--- config.mk ---
export PLATFORM = sky130hd
export DESIGN_NAME = mem_stage
export DESIGN_NICKNAME = d
export VERILOG_FILES = /design/src/rtl/mem_stage.sv
export SDC_FILE = /design/constraint.sdc
export NUM_CORES = 1
export LEC_CHECK = 0
export ABC_AREA = 1
export BUFFER_PORTS_ARGS = -buffer_cell sky130_fd_sc_hd__clkbuf_2
export CORE_AREA = 2 2 195 197
export CTS_CLUSTER_SIZE = 10
export DETAILED_ROUTE_END_ITERATION = 8
export DIE_AREA = 0 0 197 199
export MAX_ROUTING_LAYER = met4
export PLACE_DENSITY_LB_ADDON = 0.25
export SLEW_MARGIN = 30
export SYNTH_ARGS = -nofsm -noshare
export SYNTH_HDL_FRONTEND = slang
export SYNTH_SLANG_ARGS = --single-unit
--- constraint.sdc ---
create_clock -name CLK -period 9.71 [get_ports CLK]
set_input_delay 0.971 -clock CLK [delete_from_list [all_inputs] [get_ports CLK]]
set_output_delay 0.971 -clock CLK [all_outputs]
set_load 0.01 [all_outputs]
--- src/rtl/mem_stage.sv ---
// MEM pipeline stage: passes non-memory ops through in one cycle, runs
// loads/stores on a big-endian 32-bit data memory over a req/ack handshake,
// and stalls upstream while an access is outstanding.
module mem_stage #(
  parameter int unsigned TIMEOUT = 16,
  parameter logic [5:0]  OP_LB   = 6'h20,
  parameter logic [5:0]  OP_LBU  = 6'h24,
  parameter logic [5:0]  OP_LH   = 6'h21,
  parameter logic [5:0]  OP_LHU  = 6'h25,
  parameter logic [5:0]  OP_LW   = 6'h23,
  parameter logic [5:0]  OP_SB   = 6'h28,
  parameter logic [5:0]  OP_SH   = 6'h29,
  parameter logic [5:0]  OP_SW   = 6'h2B
) (
  input  logic        CLK,
  input  logic        RESET,
  input  logic [31:0] Instr1_IN,
  input  logic [31:0] Instr1_PC_IN,
  input  logic [31:0] ALU_result1_IN,
  input  logic [4:0]  WriteRegister1_IN,
  input  logic [31:0] MemWriteData1_IN,
  input  logic        RegWrite1_IN,
  input  logic [5:0]  ALU_Control1_IN,
  input  logic        MemRead1_IN,
  input  logic        MemWrite1_IN,
  input  logic        DMem_Ack,
  input  logic [31:0] DMem_RData,
  output logic [31:0] Instr1_OUT,
  output logic [31:0] Instr1_PC_OUT,
  output logic [31:0] WriteData1_OUT,
  output logic [4:0]  WriteRegister1_OUT,
  output logic        RegWrite1_OUT,
  output logic        DMem_Req,
  output logic        DMem_Write,
  output logic [31:0] DMem_Addr,
  output logic [31:0] DMem_WData,
  output logic [3:0]  DMem_BE,
  output logic        Stall_OUT,
  output logic        MemError_OUT
);

  localparam int unsigned CW = $clog2(TIMEOUT + 1);

  typedef enum logic {IDLE, ACCESS} state_t;
  typedef enum logic [1:0] {SZ_BYTE, SZ_HALF, SZ_WORD} size_t;

  state_t        state;
  logic [CW-1:0] tmo_cnt;

  // Latched op held for the duration of an access
  logic [31:0] lat_instr;
  logic [31:0] lat_pc;
  logic [31:0] lat_addr;
  logic [4:0]  lat_wreg;
  logic        lat_regwrite;
  logic        lat_load;
  size_t       lat_size;
  logic        lat_signed;

  // Decode of the incoming bundle
  logic        in_mem;
  size_t       in_size;
  logic        in_signed;
  logic        in_misaligned;
  logic [3:0]  in_be;
  logic [31:0] in_wdata;
  logic [1:0]  in_off;

  logic [7:0]  rd_byte;
  logic [15:0] rd_half;
  logic [31:0] rd_ext;
  logic        tmo_hit;

  assign in_off  = ALU_result1_IN[1:0];
  assign in_mem  = MemRead1_IN | MemWrite1_IN;
  assign tmo_hit = (tmo_cnt == CW'(TIMEOUT - 1)) && !DMem_Ack;

  // Decode access size, sign, alignment and lane placement of the input op
  always_comb begin
    in_size   = SZ_WORD;
    in_signed = 1'b0;
    case (ALU_Control1_IN)
      OP_LB:        begin in_size = SZ_BYTE; in_signed = 1'b1; end
      OP_LBU:       in_size = SZ_BYTE;
      OP_LH:        begin in_size = SZ_HALF; in_signed = 1'b1; end
      OP_LHU:       in_size = SZ_HALF;
      OP_SB:        in_size = SZ_BYTE;
      OP_SH:        in_size = SZ_HALF;
      OP_LW, OP_SW: in_size = SZ_WORD;
      default:      in_size = SZ_WORD;
    endcase

    in_misaligned = 1'b0;
    in_be         = 4'b1111;
    in_wdata      = MemWriteData1_IN;
    case (in_size)
      SZ_BYTE: begin
        in_be    = 4'b1000 >> in_off;
        in_wdata = {4{MemWriteData1_IN[7:0]}};
      end
      SZ_HALF: begin
        in_misaligned = in_off[0];
        in_be         = in_off[1] ? 4'b0011 : 4'b1100;
        in_wdata      = {2{MemWriteData1_IN[15:0]}};
      end
      default: in_misaligned = (in_off != 2'b00);
    endcase
  end

  // Select and extend the addressed lane of the returned read word
  always_comb begin
    case (lat_addr[1:0])
      2'd0:    rd_byte = DMem_RData[31:24];
      2'd1:    rd_byte = DMem_RData[23:16];
      2'd2:    rd_byte = DMem_RData[15:8];
      default: rd_byte = DMem_RData[7:0];
    endcase
    rd_half = lat_addr[1] ? DMem_RData[15:0] : DMem_RData[31:16];
    case (lat_size)
      SZ_BYTE: rd_ext = {{24{lat_signed & rd_byte[7]}}, rd_byte};
      SZ_HALF: rd_ext = {{16{lat_signed & rd_half[15]}}, rd_half};
      default: rd_ext = DMem_RData;
    endcase
  end

  // Upstream stall: while accepting an access and until it completes or times out
  always_comb begin
    Stall_OUT = 1'b0;
    case (state)
      IDLE:    Stall_OUT = in_mem & !in_misaligned;
      ACCESS:  Stall_OUT = !(DMem_Ack || tmo_hit);
      default: Stall_OUT = 1'b0;
    endcase
  end

  // Stage FSM: output bundle, memory request and error flag
  always_ff @(posedge CLK or posedge RESET) begin
    if (RESET) begin
      state              <= IDLE;
      tmo_cnt            <= '0;
      Instr1_OUT         <= '0;
      Instr1_PC_OUT      <= '0;
      WriteData1_OUT     <= '0;
      WriteRegister1_OUT <= '0;
      RegWrite1_OUT      <= 1'b0;
      DMem_Req           <= 1'b0;
      DMem_Write         <= 1'b0;
      DMem_Addr          <= '0;
      DMem_WData         <= '0;
      DMem_BE            <= '0;
      MemError_OUT       <= 1'b0;
      lat_instr          <= '0;
      lat_pc             <= '0;
      lat_addr           <= '0;
      lat_wreg           <= '0;
      lat_regwrite       <= 1'b0;
      lat_load           <= 1'b0;
      lat_size           <= SZ_WORD;
      lat_signed         <= 1'b0;
    end else begin
      case (state)
        IDLE: begin
          if (in_mem) begin
            Instr1_OUT         <= '0;
            Instr1_PC_OUT      <= '0;
            WriteData1_OUT     <= '0;
            WriteRegister1_OUT <= '0;
            RegWrite1_OUT      <= 1'b0;
            if (in_misaligned) begin
              MemError_OUT <= 1'b1;
            end else begin
              lat_instr    <= Instr1_IN;
              lat_pc       <= Instr1_PC_IN;
              lat_addr     <= ALU_result1_IN;
              lat_wreg     <= WriteRegister1_IN;
              lat_regwrite <= RegWrite1_IN;
              lat_load     <= MemRead1_IN;
              lat_size     <= in_size;
              lat_signed   <= in_signed;
              DMem_Req     <= 1'b1;
              DMem_Write   <= !MemRead1_IN;
              DMem_Addr    <= {ALU_result1_IN[31:2], 2'b00};
              DMem_WData   <= in_wdata;
              DMem_BE      <= in_be;
              tmo_cnt      <= '0;
              state        <= ACCESS;
            end
          end else begin
            Instr1_OUT         <= Instr1_IN;
            Instr1_PC_OUT      <= Instr1_PC_IN;
            WriteData1_OUT     <= ALU_result1_IN;
            WriteRegister1_OUT <= WriteRegister1_IN;
            RegWrite1_OUT      <= RegWrite1_IN;
          end
        end
        ACCESS: begin
          if (DMem_Ack || tmo_hit) begin
            DMem_Req   <= 1'b0;
            DMem_Write <= 1'b0;
            DMem_Addr  <= '0;
            DMem_WData <= '0;
            DMem_BE    <= '0;
            state      <= IDLE;
          end
          if (DMem_Ack) begin
            Instr1_OUT         <= lat_instr;
            Instr1_PC_OUT      <= lat_pc;
            WriteData1_OUT     <= lat_load ? rd_ext : lat_addr;
            WriteRegister1_OUT <= lat_wreg;
            RegWrite1_OUT      <= lat_load & lat_regwrite;
          end else if (tmo_hit) begin
            MemError_OUT <= 1'b1;
          end else begin
            tmo_cnt <= tmo_cnt + 1'b1;
          end
        end
        default: state <= IDLE;
      endcase
    end
  end

endmodule

; ---- Word level (Yosys, flattened, before mapping)
; Index checks and enable logic that the tools add are counted.
[word_totals]
reg_bits = 285
in_bits = 177
out_inout_bits = 174
word_cells = 124
[classes]
add_sub_neg = 1
eq_ne = 19
shift = 1
n_mux = 58
bitwise_logic = 7
reduce_logical = 17
[op_table]
columns = operator, count
row1 = $pmux W32 S2, 7
row2 = $mux W32, 12
row3 = $eq A6 B6 Y1 const B, 6
row4 = $mux W5, 6
row5 = $pmux W8 S3, 1
row6 = $pmux W5 S2, 2
row7 = $mux W16, 1
row8 = $mux W4, 4
row9 = $pmux W4 S2, 2
row10 = $mux W1, 15
row11 = $pmux W1 S2, 7
row12 = $ne A2 B2 Y1 const B, 6
row13 = $reduce_and A4 Y1, 2
row14 = $eq A2 B1 Y1 const B, 3
row15 = $logic_not A2 Y1, 3
row16 = $reduce_and A3 Y1, 2
row17 = $reduce_or A3 Y1, 2
row18 = $add A5 B1 Y5 const B, 1
row19 = $eq A5 B4 Y1 const B, 1
row20 = $and A1 B1 Y1, 4
row21 = $logic_not A1 Y1, 4
row22 = $ne A2 B1 Y1 const B, 2
row23 = $pmux W2 S2, 1
row24 = $shr A4 B2 Y4 const A, 1
row25 = 7 further kinds, 8

; ---- Depth between registers and ports, before layout
; Gate-level depths: netlist of the first run.
[depth]
ltp_word = 8
depth_mapped = 12
mapped_depth_nobuf = 10

; ---- Worst setup path before layout of the first run
; OpenSTA, ideal clock, no wires.
[synth_path]
kind = input -> output
start = in ALU_Control1_IN[5]
end = out Stall_OUT
arrival_ps = 1712
slack_ps = 7027
cell_stages = 6
path_buffers = 0
path_cell_list = inv_1 nor2_2 nand3_2 o21ai_2 nand3_4 nand2_1
[synth_via]
elab_chain_len = 8
elab_cells_between_ends = 15
[synth_rtl]
columns = element, line
row1 = start: declaration, 23  ; input logic [5:0] ALU_Control1_IN,
row2 = $eq A6 B6 Y1, 82  ; case (ALU_Control1_IN)
row3 = $reduce_or A3 Y1 (no source line), --
row4 = $pmux W2 S2 *, 82
row5 = $eq A2 B1 Y1 or $logic_not A2 Y1 (tied branches), 96  ; case (in_size)
row6 = $pmux W1 S2 *, 96
row7 = $logic_not A1 Y1 *, 130  ; IDLE: Stall_OUT = in_mem & !in_misaligned;
row8 = $and A1 B1 Y1 *, 130
row9 = $pmux W1 S2 *, 129  ; case (state)
row10 = end: declaration, 38  ; output logic Stall_OUT,
; Mark *: on every way between the ends. The rest lies on a longest branch, timed or not.

; ---- Worst setup path in the final report of the first run
[layout_path]
start = in MemRead1_IN
end = out Stall_OUT
[layout_via]
elab_chain_len = 3
[layout_rtl]
columns = element, line
row1 = start: declaration, 24  ; input logic MemRead1_IN,
row2 = $or A1 B1 Y1, 75  ; assign in_mem = MemRead1_IN | MemWrite1_IN;
row3 = $and A1 B1 Y1, 130
row4 = $pmux W1 S2, 129
; No other way between the ends.

==> flow_metrics.env, run 1 <==
export IMPL_status="finished, final reports clean"
export IMPL_power_density_mw_per_mm2=232.1
export IMPL_routed_wl_um=40910
export IMPL_place_hpwl_um=26310
export IMPL_yosys_warnings=0
export IMPL_syn_inst=1600
export IMPL_antenna_found_initial=2
export IMPL_start_util=0.3444
export IMPL_slowest_delay_ns=0.72
export IMPL_ant_nets=0
export IMPL_tns_ns=0
export IMPL_core_area_mm2=0.03713
export IMPL_min_path_type="input port to asynchronous set/reset pin"
export IMPL_drtIter0Drc=796
export IMPL_reg2regPathDepth=9
export IMPL_dp_slack_ns=5.470
export IMPL_ys_ff_latch=283
export IMPL_rsz0062_at_grt="false"
export IMPL_peakVddDrop_mv=0.1141
export IMPL_post_cts_buffers=0
export IMPL_r2r_start="state"
export IMPL_endpoint_kind="output pin"
export IMPL_num_vias=11876
export IMPL_worst_slack_ns=5.511
export IMPL_grt_overflow_total=0
export IMPL_cts_root_buf="clkbuf_16"
export IMPL_htreeDepth=2
export IMPL_numClockSinks=283
export IMPL_die_x_um=197
export IMPL_grt_pass1_vias=11581
export IMPL_maxSlewHeadroom=0.3519
export IMPL_final_common_cell="nand2_1"
export IMPL_r2r_end="DMem_Req"
export IMPL_io_buffer_count=348
export IMPL_min_period_over_period=0.4325
export IMPL_grt_pass1_wl_um=64100
export IMPL_crit_path_start_kind="input port"
export IMPL_synth_top_area_share=0.5519
export IMPL_fin_worst_skew_ns=0.01045
export IMPL_drc_errors=0
export IMPL_cap_violations=0
export IMPL_syn_area_mm2=0.01279
export IMPL_drt_pass1_iterations=5
export IMPL_path_cells="clkbuf_2 > nor2_2 > buf_4 > nor2_1 > nand3_4 > buf_4 > nand2_1 > clkbuf_2"
export IMPL_worstPathArrival_ns=3.23
export IMPL_yosysSeqAreaShare=0.5539
export IMPL_grt_max_degree=167
export IMPL_synth_avg_cell_area_um2=7.992
export IMPL_total_power_uw=3687
export IMPL_clk_latency_ns=0.52
export IMPL_syn2layout_area_growth_pct=24.24
export IMPL_cts_tree="yes"
export IMPL_wl_per_cell_um=17.10
export IMPL_rrSetupSlack_ns=6.09
export IMPL_place_gp_congestion=0.8578
export IMPL_setup_violations=0
export IMPL_drv_slew=0
export IMPL_die_area_mm2=0.03920
export IMPL_crit_fanout=80
export IMPL_max_freq_mhz=238.1
export IMPL_track_usage=0.2122
export IMPL_critPathSlowestCell="buf_4"
export IMPL_cts_buffers=36
export IMPL_worstMarginPinSlew_ns=0.9721
export IMPL_layout_drive_gt1_share=0.2227
export IMPL_critical_path_class="input port to output pin"
export IMPL_hold_violations=0
export IMPL_critical_path_required_ns=8.74
export IMPL_post_drt_via_cell_ratio=4.963
export IMPL_power_leakage_uw=0.008605
export IMPL_postCtsHoldBufs=0
export IMPL_yosysTopAreaCell="dfrtp_1"
export IMPL_clock_path_buffers=3
export IMPL_clk_pin_slew_ns=0.06
export IMPL_nNetsFinal=2079
export IMPL_ctsResizeCount=0
export IMPL_holdWs_ns=0.4143
export IMPL_layout_common_cells="nand2_1 (614), clkbuf_2 (348), dfrtp_1 (281)"
export IMPL_die_h_um=199
export IMPL_finalCriticalPeriod_ns=4.199
export IMPL_synthTopCellsByArea="dfrtp_1 (55%), nand2_1 (18%), a21oi_1 (6.7%)"
export IMPL_io_pins=351
export IMPL_synth_cell_types=35
export IMPL_rows=71
-- logic make-up after synthesis --
family	synth area share
AND/OR/NAND/NOR	0.2435
XOR/XNOR	0.0006851
adder cells (fa/ha/maj)	0.001957
flip-flops	0.5539
buffers and inverters	0.06350
other	0.0002933
AO/OA/AOI/OAI	0.1361
-- power by group --
group / internal [uW] / switching (uW) / total [uW]
clock network: 744 / 515 / 1260
registers: 1430 / 157 / 1590
logic: 301 / 540 / 841
total: 2480 / 1210 / 3690
-- state kept, by name (all words and copies together) (netlist names), 5 cells and up --
register,count
DMem_WData,32
Instr1_OUT,32
Instr1_PC_OUT,32
WriteData1_OUT,32
lat_addr,32
lat_instr,32
lat_pc,32
DMem_Addr,30
WriteRegister1_OUT,5
lat_wreg,5
tmo_cnt,5
-- worst max path at each step --
stage	end	cells after the start	startpoint	slack, ns
6_report	Stall_OUT	8	MemRead1_IN	5.51
5_1_grt	Stall_OUT	9	ALU_Control1_IN[3]	5.26
4_1_cts	Stall_OUT	8	MemRead1_IN	5.47
3_5_place_dp	Stall_OUT	8	MemRead1_IN	5.47
3_3_place_gp	Stall_OUT	8	MemWrite1_IN	5.52
2_1_floorplan	DMem_Addr[10]	1	RESET	0.93
-- per-stage QoR --
step,utilization,instances,area [um2]
2_1_floorplan,-,1601,12790
3_3_place_gp,0.3973,2334,14750
3_5_place_dp,0.3973,2334,14750
4_1_cts,0.4261,2389,15820
5_1_grt,0.4278,2393,15890
6_report,0.4278,2393,15890
-- per-layer routing --
metal  vias to the layer above  track usage  wire length (um)
li1                       5706            -                 -
met1                      5689       0.2903             18280
met2                       416       0.3302             18950
met3                        65      0.03544              2856
met4                         0      0.05152               820
met5                         -            -                 0
-- area by class of cell --
class	instances	area, um2
diodes	2	5.005
clock buffers	48	955.9
clock inverters	7	115.1
repair buffers	362	1903
inverters	85	331.6
fillers	3804	21250
well taps	474	593.1
multi-input cells	1132	4898
flip-flops and latches	283	7084
-- synth_stat cells --
master and instances:
xor2_1 1, a22oi_1 1, inv_2 5, nand3_4 1, nand3b_1 1, or2_1 1, nor2_8 1, a21oi_1 170
o21ai_0 120, ha_1 2, conb_1 1, o22ai_1 1, nand2_2 1, dfrtp_1 282, nand3_2 2, nand2_1 614
clkinv_1 1, o21ai_1 1, inv_1 79, nor3_1 1, o21ai_2 1, or2_2 2, buf_1 8, nor2_1 114
o211ai_1 9, nor2_2 2, nor3b_1 1, buf_2 28, a31oi_1 31, buf_6 4, nand3_1 51, dfstp_2 1
clkbuf_1 48, nor2_4 1, buf_4 13
-- worst max-delay path: cells and delay by family --
kind          cells  cell delay, ns
buf+inv           4            1.46
simple gates      4            0.78
Note: power is estimated with default switching activity, not from simulation.
==> run 2: changes to the inputs <==
- clock period: 9.71 -> 4.4 ns (I/O delays scaled with it)
==> flow_metrics.env, run 2 (synthesis gave the netlist of run 1 again) <==
export IMPL_start_util=0.3444
export IMPL_post_cts_buffers=0
export IMPL_hold_path_depth=3
export IMPL_drv_slew=0
export IMPL_syn2layout_area_growth_pct=24.53
export IMPL_tns_ns=0
export IMPL_grt_max_degree=149
export IMPL_clk_latency_ns=0.54
export IMPL_cts_buffers=36
export IMPL_min_path_type="input port to flip-flop"
export IMPL_numClockSinks=283
export IMPL_critical_path_class="flip-flop to output pin"
export IMPL_hold_start="Instr1_PC_IN[17]"
export IMPL_num_vias=11888
export IMPL_clock_path_buffers=3
export IMPL_grt_pass1_wl_um=65130
export IMPL_diodes=0
export IMPL_final_common_cell="nand2_1"
export IMPL_r2r_end="WriteRegister1_OUT[0]"
export IMPL_crit_fanout=39
export IMPL_die_area_mm2=0.03920
export IMPL_clk_pin_slew_ns=0.06
export IMPL_fin_worst_skew_ns=0.02179
export IMPL_post_route_util=0.4288
export IMPL_nNetsFinal=2082
export IMPL_worstMarginPinSlew_ns=0.8862
export IMPL_power_leakage_uw=0.008623
export IMPL_rrSetupSlack_ns=1.76
export IMPL_drc_errors=0
export IMPL_cts_tree="yes"
export IMPL_placed_cell_area_mm2=0.01481
export IMPL_die_x_um=197
export IMPL_place_hpwl_um=27370
export IMPL_rows=71
export IMPL_finalCriticalPeriod_ns=2.964
export IMPL_post_drt_via_cell_ratio=4.968
export IMPL_antenna_found_initial=0
export IMPL_wl_per_cell_um=17.20
export IMPL_ctsResizeCount=0
export IMPL_drtIter0Drc=765
export IMPL_critical_path_required_ns=3.96
export IMPL_track_usage=0.2168
export IMPL_peakVddDrop_mv=0.3048
export IMPL_max_freq_mhz=337.4
export IMPL_io_pins=351
export IMPL_maxSlewHeadroom=0.4092
export IMPL_layout_drive_gt1_share=0.2241
export IMPL_holdWs_ns=0.1084
export IMPL_hold_violations=0
export IMPL_routed_wl_um=41160
export IMPL_die_h_um=199
export IMPL_reg2regPathDepth=7
export IMPL_cts_root_buf="clkbuf_16"
export IMPL_grt_pass1_vias=11815
export IMPL_final_cell_area_mm2=0.01592
export IMPL_core_area_mm2=0.03713
export IMPL_worstPathArrival_ns=2.52
export IMPL_rsz0062_at_grt="false"
export IMPL_power_density_mw_per_mm2=509.9
export IMPL_ant_nets=0
export IMPL_r2r_start="state"
export IMPL_endpoint_kind="output pin"
export IMPL_grt_overflow_total=0
export IMPL_io_buffer_count=348
export IMPL_cap_violations=0
export IMPL_holdPathEnd="lat_pc[17]"
export IMPL_setup_violations=0
export IMPL_htreeDepth=2
export IMPL_layout_common_cells="nand2_1 (614), clkbuf_2 (348), dfrtp_1 (281)"
export IMPL_min_period_over_period=0.6736
export IMPL_crit_path_start_kind="flip-flop"
export IMPL_total_power_uw=8119
export IMPL_status="finished, final reports clean"
export IMPL_place_gp_congestion=0.9125
export IMPL_drt_pass1_iterations=5
export IMPL_nFillCells=3771
run 2: cell types whose count changed in the layout (fill, tap and decap cells not counted):
cell | before | now
buf_12 | 1 | 4
clkbuf_16 | 36 | 38
diode_2 | 2 | 0
buf_16 | 2 | 1
bufinv_16 | 2 | 0
clkbuf_8 | 1 | 5
dlygate4sd3_1 | 0 | 1
clkinv_2 | 2 | 0
buf_4 | 10 | 11
clkinvlp_4 | 0 | 1
buf_6 | 1 | 0
clkbuf_1 | 11 | 9
inv_16 | 1 | 0
inv_8 | 1 | 0
run 2: metal layers:
layer | global-route usage | up-vias | share of wire | routed length (um)
met5 | - | - | 0 | 0
met4 | 0.06934 | 0 | 0.024 | 974
met3 | 0.05036 | 70 | 0.077 | 3186
met2 | 0.3358 | 411 | 0.47 | 19170
met1 | 0.2822 | 5682 | 0.43 | 17830
li1 | - | 5725 | - | -
run 2: critical path: stages (launching register included):
cell	delay (ns)
dfrtp_2	0.36
inv_2	0.06
nor2_8	0.43
inv_4	0.31
or2_1	0.34
nand2_1	0.27
clkbuf_2	0.22
run 2: timing repair:
action / 4_1_cts / 5_1_grt
hold buffers: 1 / 0
hold endpoints to repair: 20 / 0
endpoints found under the setup margin: 0 / 0
run 2: worst max-delay path by stage:
stage,start,end,cells past startpoint
after floorplan,RESET,DMem_Addr[10],1
after global placement,DMem_Ack,Stall_OUT,6
after detailed placement,DMem_Ack,DMem_WData[17],8
after CTS,state,Stall_OUT,6
after global routing,state,Stall_OUT,6
final,state,Stall_OUT,6
run 2: power by group:
group          internal [uW]  switching, uW  leakage (uW)  total, uW
clock network           1650           1110      0.000526       2760
registers               3160            338       0.00361       3500
logic                    669           1200       0.00449       1870
total                   5470           2650       0.00862       8120
run 2: cell type report:
| cell class | instances | area [um2] | share of cell area |
|---|---|---|---|
| clock inverter | 2 | 25.02 | 0.001571 |
| tap | 474 | 593.1 | 0.03724 |
| sequential | 283 | 7084 | 0.4449 |
| timing repair buffer | 365 | 1942 | 0.1219 |
| inverter | 85 | 327.8 | 0.02059 |
| clock buffer | 52 | 1054 | 0.06616 |
| multi-input combinational | 1132 | 4898 | 0.3076 |
run 2: through the flow:
step	worst slack, ns	instances
floorplan	0.2115	1601
global placement	1.657	2337
detailed placement	1.647	2337
CTS	1.327	2392
global route	1.171	2393
finish	1.436	2393
==> run 3: changes to the inputs <==
- ABC_AREA: 1 -> 0
- CORE_AREA: 2 2 195 197 -> 2 2 193 195
- DIE_AREA: 0 0 197 199 -> 0 0 195 197
- clock period: 4.4 -> 2.8 ns (I/O delays scaled with it)
==> flow_metrics.env, run 3 <==
export IMPL_worstPathArrival_ns=2.24
export IMPL_crit_fanout=37
export IMPL_track_usage=0.2014
export IMPL_peakVddDrop_mv=0.3942
export IMPL_post_route_util=0.4549
export IMPL_maxSlewHeadroom=0.4980
export IMPL_clk_pin_slew_ns=0.06
export IMPL_clk_latency_ns=0.51
export IMPL_yosysTopAreaCell="dfrtp_1"
export IMPL_synthArstFlopShare=1.000
export IMPL_dp_cells=1724
export IMPL_clock_path_buffers=3
export IMPL_drt_pass1_iterations=5
export IMPL_post_cts_buffers=0
export IMPL_cts_buffers=36
export IMPL_postCtsHoldBufs=58
export IMPL_nFillCells=3405
export IMPL_finalCriticalPeriod_ns=2.516
export IMPL_fin_worst_skew_ns=0.01244
export IMPL_rrSetupSlack_ns=0.42
export IMPL_cts_tree="yes"
export IMPL_endpoint_kind="output pin"
export IMPL_slowest_delay_ns=0.74
export IMPL_synthTopCellsByArea="dfrtp_1 (56%), mux2_2 (16%), a22o_1 (7.8%)"
export IMPL_die_area_mm2=0.03842
export IMPL_min_period_over_period=0.8986
export IMPL_antenna_found_initial=2
export IMPL_grt_pass1_vias=10285
export IMPL_io_pins=351
export IMPL_yosys_warnings=0
export IMPL_synth_cell_types=50
export IMPL_routed_wl_um=37760
export IMPL_hold_violations=0
export IMPL_drv_slew=0
export IMPL_placed_cell_area_mm2=0.01481
export IMPL_max_freq_mhz=397.5
export IMPL_io_buffer_count=348
export IMPL_r2r_end="DMem_BE[0]"
export IMPL_htreeDepth=2
export IMPL_path_buf_inv=2
export IMPL_critPathSlowestCell="dfrtp_4"
export IMPL_ys_ff_latch=283
export IMPL_drtIter0Drc=467
export IMPL_grt_overflow_total=0
export IMPL_die_x_um=195
export IMPL_synth_avg_cell_area_um2=13.04
export IMPL_r2r_start="tmo_cnt[0]"
export IMPL_synthFlopType="dfrtp_1"
export IMPL_synthTopCellsByCount="dfrtp_1 (282), mux2_2 (174), a22o_1 (112)"
export IMPL_setup_violations=0
export IMPL_layout_common_cells="clkbuf_2 (347), dfrtp_1 (281), mux2_2 (174)"
export IMPL_crit_family="flip-flops"
export IMPL_path_cells="nor2_1 > nand3_2 > buf_4 > nand2_1 > clkbuf_2"
export IMPL_synth_edf_count=0
export IMPL_cts_root_buf="clkbuf_16"
export IMPL_yosysMostFrequentCell="dfrtp_1"
export IMPL_core_area_mm2=0.03626
export IMPL_status="finished, final reports clean"
export IMPL_cp_endpoint="Stall_OUT"
export IMPL_critical_path_class="flip-flop to output pin"
export IMPL_path_depth=5
export IMPL_fin_cells=1838
export IMPL_nNetsFinal=1531
export IMPL_rsz0062_at_grt="false"
export IMPL_critical_path_required_ns=2.52
export IMPL_syn_area_mm2=0.01263
export IMPL_power_leakage_uw=0.007833
export IMPL_syn_inst=969
export IMPL_cap_violations=0
export IMPL_synth_top_area_share=0.5586
export IMPL_place_gp_congestion=0.7688
export IMPL_die_h_um=197
export IMPL_worstMarginPinSlew_ns=0.7341
export IMPL_final_common_cell="clkbuf_2"
export IMPL_tns_ns=0
export IMPL_drc_errors=0
export IMPL_post_drt_via_cell_ratio=5.334
export IMPL_wl_per_cell_um=20.54
export IMPL_crit_path_start="state"
export IMPL_grt_max_degree=104
export IMPL_numClockSinks=283
export IMPL_grt_pass1_wl_um=59210
export IMPL_crit_path_start_kind="flip-flop"
export IMPL_min_path_type="input port to flip-flop"
export IMPL_place_hpwl_um=24800
export IMPL_layout_drive_gt1_share=0.4423
export IMPL_holdWs_ns=0.02595
export IMPL_start_util=0.3484
export IMPL_syn2layout_area_growth_pct=30.56
export IMPL_yosysSeqAreaShare=0.5607
export IMPL_power_density_mw_per_mm2=767.5
export IMPL_rows=70
export IMPL_final_cell_area_mm2=0.01649
export IMPL_ant_nets=0
export IMPL_ctsResizeCount=0
export IMPL_num_vias=9804
export IMPL_reg2regPathDepth=8
## run 3: kinds of logic (layout without fill, tap and decap cells)
logic type / count (synthesis) / count (layout) / share of synthesized area
compound gates: 288 / 288 / 0.1780
flops: 283 / 283 / 0.5607
mux: 204 / 204 / 0.1789
simple gates: 98 / 98 / 0.04001
buf+inv: 92 / 490 / 0.03952
fa+ha+maj: 2 / 2 / 0.001980
other cells: 1 / 4 / 0.0002968
xor+xnor: 1 / 1 / 0.0006934
## run 3: worst min path at each step
stage / start / endpoint / cells past startpoint
5_1_grt: WriteRegister1_IN[2] / WriteRegister1_OUT[2] / 2
3_3_place_gp: RESET / DMem_Addr[23] / 2
4_1_cts: Instr1_PC_IN[9] / Instr1_PC_OUT[9] / 2
6_report: Instr1_PC_IN[16] / Instr1_PC_OUT[16] / 2
3_5_place_dp: RESET / DMem_Addr[23] / 2
2_1_floorplan: MemRead1_IN / DMem_Write / 1
## run 3: power breakdown
part	switching (uW)	internal, uW
registers	493	4930
logic	1440	1420
clock network	1670	2710
## run 3: layer usage
layer,up-vias,global-route usage,wire (um)
met5,-,-,0
met4,0,0.06248,958
met3,55,0.03867,1984
met2,322,0.3094,17670
met1,4982,0.2703,17150
li1,4445,-,-
## run 3: cell type report
class / instances / area, um2 / share of cell area
flip-flops and latches: 283 / 7087 / 0.4296
multi-input cells: 595 / 5085 / 0.3083
repair buffers: 429 / 2610 / 0.1582
clock buffers: 52 / 1032 / 0.06258
well taps: 468 / 585.6 / 0.03550
clock inverters: 2 / 60.06 / 0.003641
inverters: 7 / 30.03 / 0.001821
diodes: 2 / 5.005 / 0.0003034
## run 3: metrics by stage
| step | setup WS (ns) | total power, uW |
|---|---|---|
| after global routing | 0.1307 | 13340 |
| after CTS | 0.2140 | 12850 |
| after global placement | 0.4885 | 8227 |
| final | 0.2840 | 12660 |
| after floorplan | -1.228 | 7170 |
| after detailed placement | 0.4682 | 8309 |
## run 3: worst register-to-register path: stages, from the launching register on
cell     delay [ns]
dfrtp_1        0.41
ha_1           0.22
and3_1         0.19
ha_1           0.21
nor3b_1        0.44
nor2_1         0.14
nand3_4        0.13
buf_12         0.32
a22o_1         0.26
